--- src/rtl/game_pkg.sv ---
// Shared definitions for the game-flow controller and the VGA pixel generator:
// state codes, digit width and score saturation limit.
package game_pkg;

  localparam int DIGIT_W = 4;
  localparam logic [DIGIT_W-1:0] SCORE_MAX = 4'd9;

  typedef enum logic [2:0] {
    ST_RST    = 3'd0,
    ST_B_RST  = 3'd1,
    ST_B_PLAY = 3'd2,
    ST_PLAY   = 3'd3,
    ST_FINISH = 3'd4
  } state_t;

  // Score increment that sticks at the largest displayable digit.
  function automatic logic [DIGIT_W-1:0] sat_inc(input logic [DIGIT_W-1:0] v, input logic en);
    if (en && (v != SCORE_MAX)) begin
      return v + 4'd1;
    end else begin
      return v;
    end
  endfunction

endpackage

--- src/rtl/sec_tick_gen.sv ---
// One-second tick generator: counts 0..TICK_DIV-1 while enabled and pulses
// tick on the wrapping cycle; clr or a low en forces the count back to zero.
module sec_tick_gen #(
  parameter int TICK_DIV = 100_000_000
) (
  input  logic clk,
  input  logic rst,
  input  logic clr,
  input  logic en,
  output logic tick
);

  localparam int CW = (TICK_DIV > 1) ? $clog2(TICK_DIV) : 1;
  localparam logic [CW-1:0] LAST = CW'(TICK_DIV - 1);

  logic [CW-1:0] r_cnt;

  assign tick = en && (r_cnt == LAST);

  // Cycle counter with wrap, clear and hold-at-zero.
  always_ff @(posedge clk or posedge rst) begin
    if (rst) begin
      r_cnt <= '0;
    end else if (clr || !en || tick) begin
      r_cnt <= '0;
    end else begin
      r_cnt <= r_cnt + CW'(1);
    end
  end

endmodule

--- src/rtl/game_flow_ctrl.sv ---
// Match sequencer: idle -> blank -> countdown -> play -> finish, with per-player scores.
// Optional macro AUTO_RESTART_EN: FINISH returns to RST by itself after FINISH_SECS ticks.
module game_flow_ctrl
  import game_pkg::*;
#(
  parameter int TICK_DIV    = 100_000_000,
  parameter int CNT_INIT    = 3,
  parameter int WIN_SCORE   = 7,
  parameter int FINISH_SECS = 5
) (
  input  logic       clk,
  input  logic       rst,
  input  logic       start,
  input  logic       point0,
  input  logic       point1,
  output logic [2:0] state,
  output logic [3:0] score0,
  output logic [3:0] score1,
  output logic [3:0] cnt0
);

  localparam logic [DIGIT_W-1:0] WIN_VAL  = DIGIT_W'(WIN_SCORE);
  localparam logic [DIGIT_W-1:0] CNT_LOAD = DIGIT_W'(CNT_INIT);

  state_t             r_state;
  logic [DIGIT_W-1:0] r_score0;
  logic [DIGIT_W-1:0] r_score1;
  logic [DIGIT_W-1:0] r_cnt0;

  logic               w_tick;
  logic               w_tick_en;
  logic               w_state_chg;
  logic               w_win;
  logic [DIGIT_W-1:0] w_score0_nxt;
  logic [DIGIT_W-1:0] w_score1_nxt;

`ifdef AUTO_RESTART_EN
  localparam logic [3:0] SECS_LAST = 4'(FINISH_SECS - 1);
  logic [3:0] r_secs;
`endif

  assign w_score0_nxt = sat_inc(r_score0, point0);
  assign w_score1_nxt = sat_inc(r_score1, point1);
  // Only a score that actually moved can end the match.
  assign w_win = ((w_score0_nxt != r_score0) && (w_score0_nxt == WIN_VAL)) ||
                 ((w_score1_nxt != r_score1) && (w_score1_nxt == WIN_VAL));

`ifdef AUTO_RESTART_EN
  assign w_tick_en = (r_state == ST_B_RST) || (r_state == ST_B_PLAY) || (r_state == ST_FINISH);
`else
  assign w_tick_en = (r_state == ST_B_RST) || (r_state == ST_B_PLAY);
`endif

  // Flags the edges on which the FSM leaves its current state, so each phase starts from a zero count.
  always_comb begin
    w_state_chg = 1'b0;
    case (r_state)
      ST_RST:    w_state_chg = start;
      ST_B_RST:  w_state_chg = w_tick;
      ST_B_PLAY: w_state_chg = w_tick && (r_cnt0 == 4'd1);
      ST_PLAY:   w_state_chg = w_win;
`ifdef AUTO_RESTART_EN
      ST_FINISH: w_state_chg = start || (w_tick && (r_secs == SECS_LAST));
`else
      ST_FINISH: w_state_chg = start;
`endif
      default:   w_state_chg = 1'b1;
    endcase
  end

  sec_tick_gen #(
    .TICK_DIV(TICK_DIV)
  ) u_tick (
    .clk (clk),
    .rst (rst),
    .clr (w_state_chg),
    .en  (w_tick_en),
    .tick(w_tick)
  );

  // Match FSM with registered scores and countdown digit.
  always_ff @(posedge clk or posedge rst) begin
    if (rst) begin
      r_state  <= ST_RST;
      r_score0 <= 4'd0;
      r_score1 <= 4'd0;
      r_cnt0   <= 4'd0;
`ifdef AUTO_RESTART_EN
      r_secs   <= 4'd0;
`endif
    end else begin
      case (r_state)
        ST_RST: begin
          r_cnt0   <= 4'd0;
          r_score0 <= 4'd0;
          r_score1 <= 4'd0;
          if (start) begin
            r_state <= ST_B_RST;
          end else begin
            r_state <= ST_RST;
          end
        end
        ST_B_RST: begin
          if (w_tick) begin
            r_state <= ST_B_PLAY;
            r_cnt0  <= CNT_LOAD;
          end else begin
            r_state <= ST_B_RST;
          end
        end
        ST_B_PLAY: begin
          if (w_tick && (r_cnt0 == 4'd1)) begin
            r_state <= ST_PLAY;
            r_cnt0  <= 4'd0;
          end else if (w_tick) begin
            r_cnt0  <= r_cnt0 - 4'd1;
          end else begin
            r_state <= ST_B_PLAY;
          end
        end
        ST_PLAY: begin
          r_cnt0   <= 4'd0;
          r_score0 <= w_score0_nxt;
          r_score1 <= w_score1_nxt;
          if (w_win) begin
            r_state <= ST_FINISH;
          end else begin
            r_state <= ST_PLAY;
          end
        end
        ST_FINISH: begin
          r_cnt0 <= 4'd0;
`ifdef AUTO_RESTART_EN
          if (start || (w_tick && (r_secs == SECS_LAST))) begin
            r_state  <= ST_RST;
            r_score0 <= 4'd0;
            r_score1 <= 4'd0;
            r_secs   <= 4'd0;
          end else if (w_tick) begin
            r_secs   <= r_secs + 4'd1;
          end else begin
            r_state  <= ST_FINISH;
          end
`else
          if (start) begin
            r_state  <= ST_RST;
            r_score0 <= 4'd0;
            r_score1 <= 4'd0;
          end else begin
            r_state  <= ST_FINISH;
          end
`endif
        end
        default: begin
          r_state  <= ST_RST;
          r_score0 <= 4'd0;
          r_score1 <= 4'd0;
          r_cnt0   <= 4'd0;
        end
      endcase
    end
  end

  assign state  = r_state;
  assign score0 = r_score0;
  assign score1 = r_score1;
  assign cnt0   = r_cnt0;

endmodule

--- config.mk ---
export PLATFORM = sky130hd
export DESIGN_NAME = game_flow_ctrl
export DESIGN_NICKNAME = d
export VERILOG_FILES = /design/src/rtl/game_pkg.sv /design/src/rtl/sec_tick_gen.sv /design/src/rtl/game_flow_ctrl.sv
export SDC_FILE = /design/constraint.sdc
export NUM_CORES = 1
export LEC_CHECK = 0
export BUFFER_PORTS_ARGS = -buffer_cell sky130_fd_sc_hd__buf_2
export CAP_MARGIN = 20
export CORE_ASPECT_RATIO = 1.2
export CORE_MARGIN = 2
export CORE_UTILIZATION = 28
export CTS_CLUSTER_DIAMETER = 40
export DETAILED_ROUTE_END_ITERATION = 10
export GPL_ROUTABILITY_DRIVEN = 1
export HOLD_SLACK_MARGIN = 0.15
export SYNTH_ARGS = -nofsm -noshare
export SYNTH_HDL_FRONTEND = slang
export SYNTH_HIERARCHICAL = 1
export SYNTH_SLANG_ARGS = --single-unit
--- constraint.sdc ---
create_clock -name clk -period 3.7 [get_ports clk]
set_input_delay 0 -clock clk [delete_from_list [all_inputs] [get_ports clk]]
set_output_delay 0 -clock clk [all_outputs]
set_load 0.01 [all_outputs]
# Word-level counts from Yosys, hierarchy flattened
# Cells that the tools add are included.
# word_totals
latchBits	0
mem_bits_ro	0
register_bits	42
output_inout_bits	15
word_cells	60
mem_bits_rw	0
memories	0
inputBits	5
# classes
shifts	0
n_eq_ne	16
mul	0
n_mux	18
reduce_logical	16
bitwise	1
n_lt_le_gt_ge	0
add_sub_neg	4
div	0
# ops
op	count
$add A27 B1 Y27 const B	1
$eq A27 B27 Y1 const B	1
$mux W27	1
$mux W4	6
$pmux W4 S3	2
$pmux W3 S5	1
$mux W3	4
$add A4 B1 Y4 const B	2
$eq A4 B3 Y1 const B	2
$ne A4 B4 Y1	2
$ne A4 B4 Y1 const B	2
$pmux W4 S2	1
$eq A3 B2 Y1 const B	2
$logic_and A1 B1 Y1	6
$eq A4 B1 Y1 const B	1
$logic_or A1 B1 Y1	4
$pmux W1 S4	1
$reduce_and A2 Y1	2
$reduce_or A2 Y1	2
$sub A4 B1 Y4 const B	1
$eq A3 B1 Y1 const B	1
$eq A3 B3 Y1 const B	1
$logic_not A3 Y1	1
$ne A3 B1 Y1 const B	1
7 further kinds	7

# Longest topological paths before layout
# depth
depth_word	10
ltp_mapped	16
ltp_nobuf	12

# Hierarchy
# The synthesis kept the hierarchy.
# by_module_without_submodules
mod	area_per_inst_um2	instances	cells_each
sec_tick_gen	1397.6	1	153
game_flow_ctrl	993.5	1	112

# Least setup slack after synthesis
# OpenSTA, ideal clock, no wires.
# synth_timing
path_type	flip-flop to flip-flop
from	register u_tick.r_cnt[12]
to	register u_tick.r_cnt[10]
period_less_slack_ns	2.861
n_path_buf	4
arrival_ns	2.728
stages_incl_launch_ff	15
path_slack_ns	0.839
cell_sequence	dfrtp_1 -> buf_2 -> nor4_1 -> nand4_1 -> or4_1 -> buf_2 -> nor2_1 -> buf_6 -> and4bb_4 -> nand2b_1 -> a21oi_1 -> o2bb2ai_1 -> nand2b_1 -> clkbuf_1 -> nor2_1
# synth_via
elab_chain_len	7
# synth_rtl
element	line_no	text
start: declaration	sec_tick_gen.sv:16	logic [CW-1:0] r_cnt;
start signal: assignment	sec_tick_gen.sv:27	r_cnt <= r_cnt + CW'(1);
$eq A27 B27 Y1 (*)	sec_tick_gen.sv:18	assign tick = en && (r_cnt == LAST);
$logic_and A1 B1 Y1 (*)	sec_tick_gen.sv:18	
net w_tick	game_flow_ctrl.sv:30	logic w_tick;
$logic_and A1 B1 Y1	game_flow_ctrl.sv:60	ST_B_PLAY: w_state_chg = w_tick && (r_cnt0 == 4'd1);
$pmux W1 S4 (*)	game_flow_ctrl.sv:57	case (r_state)
net w_state_chg	game_flow_ctrl.sv:32	logic w_state_chg;
$logic_or A1 B1 Y1 (*) (2 in a row)	sec_tick_gen.sv:24	end else if (clr || !en || tick) begin
$mux W27 (*)	sec_tick_gen.sv:24	
# Mark *: on every way through the listed nets, which the timed path passes. The rest lies on a longest branch.
# A chain may end at the register's enable or synchronous reset.

# Final worst setup path
# layout_timing
from	register r_state[1] (netlist: state[1])
to	register u_tick.r_cnt[13]
# layout_via
elab_chain_len	8
# layout_rtl
element	line_no	text
start: declaration	game_flow_ctrl.sv:25	state_t r_state;
start signal: assignment	game_flow_ctrl.sv:84	r_state <= ST_RST;
start signal: assignment	game_flow_ctrl.sv:98	r_state <= ST_B_RST;
start signal: assignment	game_flow_ctrl.sv:100	r_state <= ST_RST;
$eq A3 B1 Y1 / $eq A3 B2 Y1 (equally long branches)	game_flow_ctrl.sv:51	assign w_tick_en = (r_state == ST_B_RST) || (r_state == ST_B_PLAY);
$logic_or A1 B1 Y1 (*)	game_flow_ctrl.sv:51	
net w_tick_en	game_flow_ctrl.sv:31	logic w_tick_en;
$logic_and A1 B1 Y1 (*)	sec_tick_gen.sv:18	
net w_tick	game_flow_ctrl.sv:30	
$logic_and A1 B1 Y1	game_flow_ctrl.sv:60	
$pmux W1 S4 (*)	game_flow_ctrl.sv:57	
net w_state_chg	game_flow_ctrl.sv:32	
$logic_or A1 B1 Y1 (*) (2 in a row)	sec_tick_gen.sv:24	
$mux W27 (*)	sec_tick_gen.sv:24	
# Marks and branches as above.

==> out/qor.yml <==
drtIter0Drc: 46
syn_area_mm2: 0.00239
initial_core_util: 0.292
cts_inserted_buffers: 5
yosys.area.top_type: "dfrtp_1"
grt_pass1_wl_mm: 8.27
crit_fanout: 16
r2r_slack_ns: 0.55
setup_viol: 0
cts_tree: "yes"
r2r_cells: 13
wire_per_inst_um: 12.1
netlist_instances: 265
grt.overflow.total: 0
crit_path_start_kind: "flop"
hold_path_class: "in -> async"
port_buffers: 19
maxSlewHeadroom: 0.572
critPathKind: "reg -> reg"
yosys_warnings: 6
clockBufferDepth: 2
cp.required_ns: 3.86
status: "finished clean"
synth_nets: 277
end_kind: "flop"
drv_slew: 0
min_period_over_period: 0.850
utilization: 0.341
rsz0062_at_grt: "false"
synthDistinctLibCells: 46
grt_pass1_vias: 1805
whs_ns: 0.309
async_flop_share: 1.00
io_pins: 20
diodes: 0
r2r_end: "u_tick/r_cnt[13]$_DFF_PP0_"
routed_via_density: 4.84
vdd_drop_max_mv: 0.206
dpl.hpwl_mm: 3.40
antenna_found_initial: 0
timing.fmax_mhz: 318
tns_ns: 0
r2r-start: "state[1]$_DFFE_PP0P_"
drive_above_1_share: 0.131
synth_edf_count: 0
synth_area_leaders: "dfrtp_1 (44%), nor2_1 (5.7%), xor2_1 (4.4%)"
crit_end: "u_tick/r_cnt[13]$_DFF_PP0_"
routed_wl_mm: 4.89
rows: 36
first_pass_iters: 4
cts_resized: 0
die_w_um: 88.4
hold_viol: 0
fillers: 875
gp_congestion: 0.757
via_count: 1955
grt.total_usage: 0.110
p_total_mw: 1.60
clock_latency_ns: 0.30
htree_levels: 2
max_cap_viol_count: 0
netlist.area_leader.share: 0.440
die_h_um: 105
cts_root_buf: "clkbuf_8"
worst_pin_slew_ns: 0.642
dieArea_mm2: 0.00930
ys_ff_latch: 42
ant_nets: 0
crit_arrival_ns: 3.31
grt_max_degree: 28
ys_seq_area_frac: 0.440
finalClockSkew_ns: 0.00941
nets: 301
cts_num_sinks: 42
area_growth_pct: 16.8
finalCriticalPeriod_ns: 3.15
clk_pin_slew_ns: 0.09
place_ws_ns: 0.541
synth_flop_cell: "dfrtp_1"
coreArea_mm2: 0.00820
cellPowerDensity_mw_per_mm2: 573
leakage_nw: 1.15
crit_start: "state[1]$_DFFE_PP0P_"
drcViolationCount: 0
post-cts-setup-buffer-count: 0
setup_ws_ns: 0.554
syn-mean-instance-area_um2: 9.02
## placed cells by master (no fill, tap or decap), drive strengths merged, types with 6 or more instances in the layout
cell / instances
nor3: 9
o21ai: 14
buf: 25
nand2b: 6
nor2: 36
nand4: 9
nand2: 20
inv: 10
ha: 7
a21oi: 15
dfrtp: 42
xor2: 12
xnor2: 9
nand3: 14
## cells in the mapped netlist (5+ instances only)
library cell / number
o21ai_1: 5
ha_1: 7
nor3_1: 9
a21oi_1: 14
xor2_1: 12
nand3_1: 14
and4_1: 5
nand4_1: 9
buf_2: 7
o21ai_0: 9
nand2_1: 20
nand2b_1: 6
a31oi_1: 5
inv_1: 10
dfrtp_1: 42
nor2_1: 36
xnor2_1: 9
## critical path, cell delays in order, from the launching register on
cell       delay [ns]
dfrtp_1          0.62
xnor2_1          0.15
nor2_1           0.14
nand3_1          0.09
or4_1            0.66
nor2_1           0.15
buf_4            0.17
and4bb_4         0.26
nand2b_1         0.10
a21oi_1          0.07
o2bb2ai_1        0.13
nand2b_1         0.14
o21bai_4         0.24
nor2_1           0.10
## stage by stage
stage,instances,cell area (um2)
4_1_cts,403,2780
3_3_place_gp,391,2600
2_1_floorplan,265,2390
6_report,404,2790
3_5_place_dp,391,2600
5_1_grt,404,2790
## kinds of logic (layout without fill, tap and decap cells)
group / Yosys count / count (layout) / share of synthesized area
simple gates: 122 / 122 / 0.268
flops: 42 / 42 / 0.440
fa+ha+maj: 7 / 7 / 0.0366
compound gates: 49 / 49 / 0.128
mux: 2 / 2 / 0.00837
buf+inv: 22 / 47 / 0.0429
xor+xnor: 21 / 21 / 0.0769
## report_power, final
part,internal [mW],switching (mW)
Combinational,0.228,0.353
Sequential,0.512,0.0739
Clock,0.270,0.164
## layout make-up
class | instances | area [um2] | area share
multi-input combinational | 201 | 1240 | 0.443
sequential | 42 | 1050 | 0.376
timing repair buffer | 29 | 188 | 0.0672
tap | 114 | 143 | 0.0511
clock buffer | 5 | 68.8 | 0.0246
clock inverter | 3 | 68.8 | 0.0246
inverter | 10 | 37.5 | 0.0134
## flip-flops by register name, summed over array words and instances (netlist names)
register	flops
cnt0	4
state	3
score0	4
score1	4
u_tick/r_cnt	27
## worst min-delay path by stage
stage | from | to | slack [ns] | depth (start not counted)
after CTS | rst | cnt0[0]$_DFFE_PP0P_ | 0.36 | 3
after global placement | rst | cnt0[0]$_DFFE_PP0P_ | 0.13 | 2
after detailed placement | rst | cnt0[0]$_DFFE_PP0P_ | 0.13 | 2
final | rst | u_tick/r_cnt[0]$_DFF_PP0_ | 0.31 | 3
after floorplan | rst | cnt0[0]$_DFFE_PP0P_ | -0.1 | 1
after global routing | rst | u_tick/r_cnt[23]$_DFF_PP0_ | 0.34 | 3
## metal layers
metal,vias up,routed length (um),global-route usage
met5,-,0,0
met4,0,32,0.0325
met3,4,163,0.0258
met2,42,2400,0.183
met1,923,2300,0.141
li1,986,-,-
## what timing repair did
item | CTS | global route
hold buffers | 4 | 0
hold endpoints to repair | 45 | 0
endpoints found under the setup margin | 0 | 0
(Power assumes the default switching activity.)
